==> src/rtl/motor_pkg.sv <==
// Shared types and helpers for the motor feedback blocks: period FSM states,
// the 16-bit saturation value and quadrature step decoding.
package motor_pkg;

  typedef enum logic {
    ST_MEASURE = 1'b0,
    ST_STALL   = 1'b1
  } period_state_e;

  typedef enum logic [1:0] {
    STEP_NONE = 2'd0,
    STEP_FWD  = 2'd1,
    STEP_REV  = 2'd2,
    STEP_ERR  = 2'd3
  } step_e;

  localparam logic [15:0] SAT_MAX = 16'hFFFF;

  // Position of an {a,b} pair on the forward cycle 00 -> 01 -> 11 -> 10.
  function automatic logic [1:0] quad_index(input logic [1:0] ab);
    case (ab)
      2'b00:   return 2'd0;
      2'b01:   return 2'd1;
      2'b11:   return 2'd2;
      2'b10:   return 2'd3;
      default: return 2'd0;
    endcase
  endfunction

  // Modulo-4 distance: +1 forward, -1 reverse, 2 means both bits flipped.
  function automatic step_e quad_step(input logic [1:0] prev_ab, input logic [1:0] cur_ab);
    logic [1:0] delta;
    delta = quad_index(cur_ab) - quad_index(prev_ab);
    case (delta)
      2'd0:    return STEP_NONE;
      2'd1:    return STEP_FWD;
      2'd3:    return STEP_REV;
      default: return STEP_ERR;
    endcase
  endfunction

endpackage

==> src/rtl/tach_filter.sv <==
// Two-flop synchronizer followed by a glitch filter: a new level is taken only
// after FILTER_LEN consecutive identical synchronized samples.
module tach_filter #(
  parameter int FILTER_LEN = 4
) (
  input  logic clk,
  input  logic rst,
  input  logic din,
  output logic level,
  output logic valid
);

  localparam logic [7:0] LIMIT = 8'(FILTER_LEN - 1);

  logic [1:0] sync_r;
  logic [1:0] prime_r;
  logic [7:0] cnt_r;
  logic       level_r;
  logic       valid_r;

  // Synchronize, then load the first real sample and filter later changes.
  always_ff @(posedge clk or posedge rst) begin
    if (rst) begin
      sync_r  <= 2'b00;
      prime_r <= 2'b00;
      cnt_r   <= 8'd0;
      level_r <= 1'b0;
      valid_r <= 1'b0;
    end else begin
      sync_r  <= {sync_r[0], din};
      prime_r <= {prime_r[0], 1'b1};
      if (!prime_r[1]) begin
        cnt_r <= 8'd0;
      end else if (!valid_r) begin
        level_r <= sync_r[1];
        valid_r <= 1'b1;
        cnt_r   <= 8'd0;
      end else if (sync_r[1] == level_r) begin
        cnt_r <= 8'd0;
      end else if (cnt_r == LIMIT) begin
        level_r <= sync_r[1];
        cnt_r   <= 8'd0;
      end else begin
        cnt_r <= cnt_r + 8'd1;
      end
    end
  end

  assign level = level_r;
  assign valid = valid_r;

endmodule

==> src/rtl/tach_decoder.sv <==
// Quadrature tach decoder: filtered A/B pins drive a signed position counter,
// an illegal-transition counter and a tick-based period/stall measurement.
module tach_decoder
  import motor_pkg::*;
#(
  parameter int FILTER_LEN = 4,
  parameter int PRESCALE   = 16
) (
  input  logic        clk,
  input  logic        rst,
  input  logic [1:0]  tach,
  input  logic        clr_pos,
  output logic [15:0] position,
  output logic [15:0] period,
  output logic        period_valid,
  output logic        dir,
  output logic        stalled,
  output logic [7:0]  err_cnt
);

  localparam logic [15:0] PRESC_MAX = 16'(PRESCALE - 1);

  logic          a_s, b_s, va_s, vb_s;
  logic [1:0]    cur_ab_s;
  logic          ab_valid_s;
  logic [1:0]    prev_ab_r;
  logic          prev_valid_r;
  step_e         step_s;
  logic          fwd_s, rev_s, err_s, move_s;
  logic [15:0]   presc_r;
  logic          tick_s;
  period_state_e state_r;
  logic [15:0]   tick_cnt_r;
  logic [15:0]   position_r;
  logic [15:0]   period_r;
  logic          period_valid_r;
  logic          dir_r;
  logic          stalled_r;
  logic [7:0]    err_cnt_r;

  tach_filter #(.FILTER_LEN(FILTER_LEN)) u_filt_a (
    .clk(clk), .rst(rst), .din(tach[0]), .level(a_s), .valid(va_s)
  );

  tach_filter #(.FILTER_LEN(FILTER_LEN)) u_filt_b (
    .clk(clk), .rst(rst), .din(tach[1]), .level(b_s), .valid(vb_s)
  );

  assign cur_ab_s   = {a_s, b_s};
  assign ab_valid_s = va_s & vb_s;

  // Classify the filtered transition; the first loaded sample never counts.
  always_comb begin
    step_s = STEP_NONE;
    if (ab_valid_s && prev_valid_r) begin
      step_s = quad_step(prev_ab_r, cur_ab_s);
    end else begin
      step_s = STEP_NONE;
    end
  end

  assign fwd_s  = (step_s == STEP_FWD);
  assign rev_s  = (step_s == STEP_REV);
  assign err_s  = (step_s == STEP_ERR);
  assign move_s = fwd_s | rev_s;
  assign tick_s = (presc_r == PRESC_MAX);

  // Previous AB, position (clear wins over a step) and saturating error count.
  always_ff @(posedge clk or posedge rst) begin
    if (rst) begin
      prev_ab_r    <= 2'b00;
      prev_valid_r <= 1'b0;
      position_r   <= 16'd0;
      err_cnt_r    <= 8'd0;
    end else begin
      prev_ab_r    <= cur_ab_s;
      prev_valid_r <= ab_valid_s;
      if (clr_pos) begin
        position_r <= 16'd0;
      end else if (fwd_s) begin
        position_r <= position_r + 16'd1;
      end else if (rev_s) begin
        position_r <= position_r - 16'd1;
      end
      if (err_s && (err_cnt_r != 8'hFF)) begin
        err_cnt_r <= err_cnt_r + 8'd1;
      end
    end
  end

  // Free-running timebase prescaler.
  always_ff @(posedge clk or posedge rst) begin
    if (rst) begin
      presc_r <= 16'd0;
    end else if (tick_s) begin
      presc_r <= 16'd0;
    end else begin
      presc_r <= presc_r + 16'd1;
    end
  end

  // Period FSM; a step in the same cycle as saturation takes precedence.
  always_ff @(posedge clk or posedge rst) begin
    if (rst) begin
      state_r        <= ST_STALL;
      tick_cnt_r     <= 16'd0;
      period_r       <= SAT_MAX;
      period_valid_r <= 1'b0;
      dir_r          <= 1'b1;
      stalled_r      <= 1'b1;
    end else begin
      period_valid_r <= 1'b0;
      case (state_r)
        ST_MEASURE: begin
          if (move_s) begin
            tick_cnt_r <= 16'd0;
            if (fwd_s == dir_r) begin
              period_r       <= tick_cnt_r;
              period_valid_r <= 1'b1;
            end else begin
              dir_r <= fwd_s;
            end
          end else if (tick_cnt_r == SAT_MAX) begin
            state_r        <= ST_STALL;
            stalled_r      <= 1'b1;
            period_r       <= SAT_MAX;
            period_valid_r <= 1'b1;
          end else if (tick_s) begin
            tick_cnt_r <= tick_cnt_r + 16'd1;
          end
        end
        ST_STALL: begin
          if (move_s) begin
            state_r    <= ST_MEASURE;
            stalled_r  <= 1'b0;
            tick_cnt_r <= 16'd0;
            dir_r      <= fwd_s;
          end
        end
        default: begin
          state_r <= ST_STALL;
        end
      endcase
    end
  end

  assign position     = position_r;
  assign period       = period_r;
  assign period_valid = period_valid_r;
  assign dir          = dir_r;
  assign stalled      = stalled_r;
  assign err_cnt      = err_cnt_r;

endmodule

==> config.mk <==
export PLATFORM = sky130hd
export DESIGN_NAME = tach_decoder
export DESIGN_NICKNAME = d
export VERILOG_FILES = /design/src/rtl/motor_pkg.sv /design/src/rtl/tach_filter.sv /design/src/rtl/tach_decoder.sv
export SDC_FILE = /design/constraint.sdc
export NUM_CORES = 1
export LEC_CHECK = 0
export CAP_MARGIN = 20
export CORE_MARGIN = 3
export CORE_UTILIZATION = 40
export CTS_CLUSTER_DIAMETER = 200
export DETAILED_ROUTE_END_ITERATION = 10
export SETUP_SLACK_MARGIN = 0.1
export SYNTH_ARGS = -nofsm -noshare
export SYNTH_HDL_FRONTEND = slang
export SYNTH_SLANG_ARGS = --single-unit
export TNS_END_PERCENT = 10
==> constraint.sdc <==
create_clock -name clk -period 4.4 [get_ports clk]
set_input_delay 1.32 -clock clk [delete_from_list [all_inputs] [get_ports clk]]
set_output_delay 1.32 -clock clk [all_outputs]
set_load 0.05 [all_outputs]
Yosys cells after proc, flatten, opt, wreduce, memory -nomap -nowiden
Cells that the tools add are included.
{"block": "word_totals", "ff_bits": 107, "in_bits": 5}
{"block": "op_classes", "n_reduce_logical": 13, "bitwise_logic": 3, "n_mux": 47, "eq_ne": 31, "n_addsub": 8}
{"cell": "16-bit 2-to-1 mux", "n": 11}
{"cell": "8-bit 2-to-1 mux", "n": 8}
{"cell": "16-bit by 1-bit adder with 16-bit output, second input constant", "n": 3}
{"cell": "16-bit one-hot mux with 2 select lines", "n": 1}
{"cell": "8-bit by 1-bit adder with 8-bit output, second input constant", "n": 3}
{"cell": "1-bit 2-to-1 mux", "n": 18}
{"cell": "2-bit inequality test, second input constant", "n": 9}
{"cell": "3-bit AND reduction", "n": 6}
{"cell": "16-bit equality test, second input constant", "n": 1}
{"cell": "16-bit by 4-bit equality test with 1-bit output, second input constant", "n": 1}
{"cell": "8-bit by 2-bit equality test with 1-bit output, second input constant", "n": 2}
{"cell": "2-bit one-hot mux with 4 select lines", "n": 2}
{"cell": "16-bit by 1-bit subtractor with 16-bit output, second input constant", "n": 1}
{"cell": "2-bit equality test, second input constant", "n": 7}
{"cell": "2-bit by 1-bit equality test with 1-bit output, second input constant", "n": 4}
{"cell": "8-bit inequality test, second input constant", "n": 1}
{"cell": "2-bit logical NOT", "n": 3}
{"cell": "2-bit 2-to-1 mux", "n": 3}
{"cell": "3-bit inequality test, second input constant", "n": 2}
{"cell": "1-bit one-hot mux with 2 select lines", "n": 3}
{"cell": "2-bit one-hot mux with 3 select lines", "n": 1}
{"cell": "1-bit equality test", "n": 3}
{"cell": "3-bit nonzero test", "n": 1}
{"cell": "1-bit logical AND", "n": 2}
{"cell": "other kinds (6)", "n": 6}

Longest topological paths before layout
{"block": "logic_depth", "ltp_word": 12, "depth_mapped": 19, "ltp_nobuf": 18}

Modules after synthesis
Synthesis repeated with hierarchy kept, for this count alone.
{"block": "hier_totals", "cells_unflattened": 518, "area_unflattened_um2": 5480.3}
{"module": "tach_decoder", "cells_per_inst": 416, "area_each_um2": 4296.6, "seq_area_each_um2": 2000.7, "instances": 1}
{"module": "tach_filter", "cells_per_inst": 51, "area_each_um2": 591.8, "seq_area_each_um2": 350.3, "instances": 2}

Least setup slack after synthesis
Ideal clock, no wire load.
{"block": "synth_timing", "kind": "flip-flop to flip-flop", "from": "reg u_filt_a.level_r, in the netlist u_filt_a.level", "to": "reg position_r[15], in the netlist position[15]", "path_stages_with_launch": 20, "slack_ps": 282, "t_required_ps": 4313, "period_less_slack_ps": 4118, "arrival_ps": 4031, "setup_time_ps": 87, "cell_sequence": "dfrtp_1 -> inv_1 -> ha_1 -> inv_1 -> ha_1 -> xnor2_1 -> xnor2_1 -> ha_1 -> nand3_1 -> inv_1 -> ha_1 -> inv_1 -> ha_1 -> clkbuf_1 -> a21o_1 -> a211o_1 -> a21oi_1 -> o21ai_0 -> or4_1 -> o211ai_1"}
{"block": "synth_via", "elab_chain_cells": 10, "elab_cells_between_ends": 17, "cone_classes": "add/sub: 1; eq/ne: 7; mux: 6; reduce/logical: 3"}
{"item": "start, declared", "line": "tach_filter.sv:18", "text": "logic level_r;"}
{"item": "start signal, assigned", "line": "tach_filter.sv:35", "text": "level_r <= sync_r[1];"}
{"item": "start signal, assigned", "line": "tach_filter.sv:41", "text": "level_r <= sync_r[1];"}
{"item": "2-bit equality test (tied with other cells)", "line": "motor_pkg.sv:21", "text": "case (ab)"}
{"item": "2-bit one-hot mux with 4 select lines *", "line": "motor_pkg.sv:21"}
{"item": "2-bit 2-to-1 mux *", "line": "tach_decoder.sv:55", "text": "if (ab_valid_s && prev_valid_r) begin"}
{"item": "2-bit subtractor *", "line": "motor_pkg.sv:33", "text": "delta = quad_index(cur_ab) - quad_index(prev_ab);"}
{"item": "2-bit equality test (tied with other cells)", "line": "motor_pkg.sv:34", "text": "case (delta)"}
{"item": "2-bit one-hot mux with 3 select lines *", "line": "motor_pkg.sv:34"}
{"item": "2-bit 2-to-1 mux *", "line": "tach_decoder.sv:55"}
{"item": "2-bit by 1-bit equality test with 1-bit output *", "line": "tach_decoder.sv:62", "text": "assign fwd_s = (step_s == STEP_FWD);"}
{"item": "via fwd_s", "line": "tach_decoder.sv:29", "text": "logic fwd_s, rev_s, err_s, move_s;"}
{"item": "16-bit 2-to-1 mux", "line": "tach_decoder.sv:80", "text": "end else if (fwd_s) begin"}
{"item": "16-bit 2-to-1 mux", "line": "tach_decoder.sv:78", "text": "if (clr_pos) begin"}
{"item": "end signal, assigned", "line": "tach_decoder.sv:81", "text": "position_r <= position_r + 16'd1;"}
{"item": "end signal, assigned", "line": "tach_decoder.sv:83", "text": "position_r <= position_r - 16'd1;"}
{"item": "end, declared", "line": "tach_decoder.sv:34", "text": "logic [15:0] position_r;"}
The timed path passes the listed nets; every way through them passes the cells marked *. The select of a mux whose other input is x is not followed.
A chain may end at the register's enable or synchronous reset.

Final worst setup path
{"block": "layout_timing", "from": "reg u_filt_b.level_r, in the netlist u_filt_b.level", "to": "reg position_r[15], in the netlist position[15]"}
{"block": "layout_via", "elab_chain_cells": 10, "elab_cells_between_ends": 17, "cone_classes": "add/sub: 1; eq/ne: 7; mux: 6; reduce/logical: 3"}
{"item": "start, declared", "line": "tach_filter.sv:18"}
{"item": "start signal, assigned", "line": "tach_filter.sv:35"}
{"item": "start signal, assigned", "line": "tach_filter.sv:41"}
{"item": "2-bit equality test (tied with other cells)", "line": "motor_pkg.sv:21"}
{"item": "2-bit one-hot mux with 4 select lines *", "line": "motor_pkg.sv:21"}
{"item": "2-bit 2-to-1 mux *", "line": "tach_decoder.sv:55"}
{"item": "2-bit subtractor *", "line": "motor_pkg.sv:33"}
{"item": "2-bit equality test (tied with other cells)", "line": "motor_pkg.sv:34"}
{"item": "2-bit one-hot mux with 3 select lines *", "line": "motor_pkg.sv:34"}
{"item": "2-bit 2-to-1 mux *", "line": "tach_decoder.sv:55"}
{"item": "2-bit by 1-bit equality test with 1-bit output *", "line": "tach_decoder.sv:62"}
{"item": "via fwd_s", "line": "tach_decoder.sv:29"}
{"item": "16-bit 2-to-1 mux", "line": "tach_decoder.sv:80"}
{"item": "16-bit 2-to-1 mux", "line": "tach_decoder.sv:78"}
Marks and branches as above.

==> results list <==
* Critical hold path startpoint: u_filt_a.sync_r[0]
- Fraction of final layout cells sized beyond drive strength 1: 12.5%
* Register clock-pin slew on the reported worst setup and hold paths: 0.07 ns
* Cell types occupying the most area after synthesis: sky130_fd_sc_hd__dfrtp_1 40%, sky130_fd_sc_hd__dfstp_2 9.5%, sky130_fd_sc_hd__ha_1 7.8%
- In this run the count of I/O pins placed on the die edge is 48.
- Data arrival time of the critical path: 4.20 ns
* Iteration-0 DRC count of the detailed router: roughly 200
* Hold Fails Final Rpt: 0
* Area Overhead vs Synth: 19.9%
* Post-synth design cell area: 5280 um2
- Data on the critical path is required at its endpoint by 4.66 ns.
* Final wirelength: 10200 um
- Crit Path Class: reg2reg
* Worst-case headroom to the max-slew limit: 50.5%
- Flops & latches, synth: approximately 100
- Unique cell type count in the Yosys netlist: 50
- Status: complete, no violations
- The clock period could shrink to 3.94 ns.
- The core region is 12800 um2.
* Detailed-routing iteration count for the pre-antenna-repair pass: 5
- For hold timing, the worst endpoint is u_filt_a.sync_r[1].
- Setup slack on the worst reg-to-reg path comes out at approximately 0.46 ns.
- Via density per instance: 5.13
* Final Max Tran Viols: 0
- Cell with the biggest individual delay on the critical path: sky130_fd_sc_hd__or4_1
- Master cell of the clock root buffer: sky130_fd_sc_hd__clkbuf_16
- Setup violations remaining at the end of the flow were counted as 0.
- Y dimension of the die: 121 um
- Worst Max-Slew Pin Slew: 0.743 ns
- Total gr overflow: 0
- Counting instances, the worst hold path has a depth of 0.
- Number of enable-type register cells in the synthesized netlist: 0
* Die extent in x: between 100 and 150 um
- Cell repeated most along the worst path: sky130_fd_sc_hd__ha_1
- In the synthesized netlist the async set-or-reset flop fraction comes to 100%.
- The number of global-route vias before repair is 3644.
- Element type at the critical path end: register
- TritonCTS built the clock tree.
* Clock sink total: about 100
- Counting every instance in the synthesized netlist gives 502.
- For this design, the CTS-stage hold fixing added 0 buffers.
- Measured in cells, the most critical reg-to-reg path has a length of 18.
- The final route contains 3756 vias.
- The number of nets in the synthesized netlist is 541.
- Wire length of the first global-routing pass: 17300 um
* Average instance area after synthesis: ~11 um2
* Cell taking the most area after synthesis: sky130_fd_sc_hd__dfrtp_1
- Entering global routing, the biggest net connects 62 pins.
- Clock skew on the completed layout was measured at 0.00747 ns.
- Top flip-flop cell by instance count after synthesis: sky130_fd_sc_hd__dfrtp_1
- The congestion estimate from routability-driven global placement came to between 0.8 and 0.9.
- Final period utilization: 89.5%
* Antenna viol nets, final: 0
* Leading cell type in the layout, fill and taps excluded: sky130_fd_sc_hd__dfrtp_1
* Critical path launch point type: register
- Leaving out fill and tap cells, the most frequent cells in the layout are 85 x sky130_fd_sc_hd__dfrtp_1, 50 x sky130_fd_sc_hd__nor2_1, 47 x sky130_fd_sc_hd__clkdlybuf4s50_1.
- Die area: 14600 um2
- Number of input and output port buffers inserted: 47
* Max-cap violations: 0
- Final-stage net count: 594
- Number of buffers between clock root and the deepest sink: 2
- Part of the Yosys area used for sequential elements: 49.7%
- Yosys warns: 0
- For the final routed database, the setup TNS stands at 0 ns.
- Number of post-CTS setup repair buffers: 0
- Global-route total usage across every layer: 14.7%
- The startpoint identified for the worst register-to-register timing path is u_filt_b.level.
- DRC errors left: 0
- Along the worst path, the maximum fanout reaches 10.
* Fillers: 1170
- Initial Utilization: 41.3%
- The number of antenna violations at the first check in global routing was 0.
- For this run, the slowest stage of the critical path takes ~0.48 ns.
- The repair_antennas step left the layout with diodes totalling 0.
- Gates resized during post-CTS repair numbered 0.
- The synthesized design devotes to its leading area cell type between 40% and 50% of total area.
- Reg-to-reg critical path endpoint: position[15]
- Clk Latency, worst-skew pair: 0.35 ns
- Number of buffers inserted during clock tree synthesis: 9
- The worst hold path belongs to the class reg2reg.
- In the final routed layout, each cell accounts on average for 13.9 um.
- Setup repair after global routing left no endpoint under its margin.
- Number of placement rows: 41
* Smallest setup slack after layout: 0.463 ns
- Critical path, cell by cell: inv_1 > ha_1 > inv_1 > ha_1 > xnor2_1 > xnor2_1 > ha_1 > nand3_1 > inv_1 > ha_1 > inv_4 > ha_2 > a21o_1 > a211o_1 > a21oi_1 > o21ai_0 > or4_1 > o211ai_1
* Worst slack at placement: 0.195 ns
- The H-tree was split into 3 levels.
- For this run, the top clock speed supported by timing is 0.254 GHz.
- Detailed placement ended at an HPWL of 7140 um.
final cells by class:
| class | instances | area (um2) | share of cell area, % |
|---|---|---|---|
| Clock buffer | 12 | 267 | 4.21 |
| Clock inverter | 4 | 57.6 | 0.909 |
| Inverter | 24 | 95.1 | 1.50 |
| Multi-Input combinational cell | 358 | 2500 | 39.5 |
| Sequential cell | 104 | 2630 | 41.5 |
| Tap cell | 172 | 215 | 3.40 |
| Timing Repair Buffer | 58 | 569 | 8.99 |
stage by stage:
stage,utilization (%),std cells,hold WS [ns],cell area [um2]
after floorplan,-,502,0.331,5280
after global placement,46.9,716,0.334,5990
after detailed placement,46.9,716,0.335,5990
after CTS,49.5,732,0.353,6320
after global routing,49.6,732,0.359,6330
final,49.6,732,0.351,6330
worst max-delay path by stage:
| stage | from | end | slack (ns) |
|---|---|---|---|
| 6_report | u_filt_b.level | position[15] | 0.46 |
| 5_1_grt | u_filt_b.level | position[15] | 0.13 |
| 4_1_cts | u_filt_b.level | position[10] | 0.17 |
| 3_5_place_dp | u_filt_b.level | position[10] | 0.20 |
| 3_3_place_gp | u_filt_a.level | position[10] | 0.37 |
| 2_1_floorplan | u_filt_a.level | position[15] | 0.28 |
cells in the mapped netlist (2+ instances only):
cell / n
sky130_fd_sc_hd__a211o_1: 3
sky130_fd_sc_hd__a211oi_1: 2
sky130_fd_sc_hd__a21o_1: 3
sky130_fd_sc_hd__a21oi_1: 21
sky130_fd_sc_hd__a22o_1: 6
sky130_fd_sc_hd__a31o_2: 2
sky130_fd_sc_hd__a31oi_1: 5
sky130_fd_sc_hd__and3_1: 11
sky130_fd_sc_hd__and4_1: 3
sky130_fd_sc_hd__buf_1: 2
sky130_fd_sc_hd__buf_6: 2
sky130_fd_sc_hd__clkbuf_1: 12
sky130_fd_sc_hd__dfrtp_1: 85
sky130_fd_sc_hd__dfstp_2: 19
sky130_fd_sc_hd__ha_1: 33
sky130_fd_sc_hd__inv_1: 24
sky130_fd_sc_hd__mux2_2: 2
sky130_fd_sc_hd__nand2_1: 34
sky130_fd_sc_hd__nand2b_1: 3
sky130_fd_sc_hd__nand3_1: 24
sky130_fd_sc_hd__nand4_1: 9
sky130_fd_sc_hd__nor2_1: 51
sky130_fd_sc_hd__nor2b_1: 2
sky130_fd_sc_hd__nor3_1: 9
sky130_fd_sc_hd__nor3b_1: 2
sky130_fd_sc_hd__nor4_1: 5
sky130_fd_sc_hd__o211ai_1: 7
sky130_fd_sc_hd__o21ai_0: 13
sky130_fd_sc_hd__o21bai_1: 2
sky130_fd_sc_hd__o22a_1: 7
sky130_fd_sc_hd__o22a_2: 9
sky130_fd_sc_hd__o31ai_1: 5
sky130_fd_sc_hd__or2_2: 2
sky130_fd_sc_hd__or3_1: 8
sky130_fd_sc_hd__or3b_2: 2
sky130_fd_sc_hd__or4_1: 3
sky130_fd_sc_hd__xnor2_1: 36
sky130_fd_sc_hd__xor2_1: 22
per-layer routing:
layer  vias to the layer above  track usage (%)  share of wire [%]
li1                       1873                -                  -
met1                      1827             19.0                 47
met2                        45             24.3                 49
met3                        11             4.24                2.8
met4                         0             3.61                1.2
met5                         -                0                  0
flip-flops by register name (all words and copies together), names as in the netlist:
| register | cells |
|---|---|
| dir | 1 |
| err_cnt | 8 |
| period | 16 |
| period_valid | 1 |
| position | 16 |
| presc_r | 16 |
| prev_ab_r | 2 |
| prev_valid_r | 1 |
| stalled | 1 |
| state_r | 1 |
| tick_cnt_r | 16 |
| u_filt_a.cnt_r | 8 |
| u_filt_a.level | 1 |
| u_filt_a.prime_r | 1 |
| u_filt_a.sync_r | 2 |
| u_filt_a.valid | 1 |
| u_filt_b.cnt_r | 8 |
| u_filt_b.level | 1 |
| u_filt_b.prime_r | 1 |
| u_filt_b.sync_r | 2 |
worst max-delay path, delay by kind of cell, from the launching register on:
| family | cells | cell delay (ns) |
|---|---|---|
| AOI/OAI and AO/OA | 5 | 0.88 |
| DFF | 1 | 0.40 |
| xor gates and xnor gates | 2 | 0.36 |
| buffers and inverters | 4 | 0.34 |
| adders and majority gates | 5 | 1.29 |
| and+or+nand+nor | 2 | 0.58 |
cells by family after synthesis:
kind of cell / count (synthesis) / synth area share, %
flip-flops: 104 / 49.7
AO/OA/AOI/OAI: 89 / 12.4
XOR/XNOR: 58 / 9.62
adder cells (fa/ha/maj): 34 / 8.20
other: 1 / 0.0710
buffers and inverters: 40 / 3.13
multiplexers: 3 / 0.616
AND/OR/NAND/NOR: 173 / 16.3
Power is not shown: default switching activity piles up to over one toggle a cycle in this logic, so the estimate is an artifact.
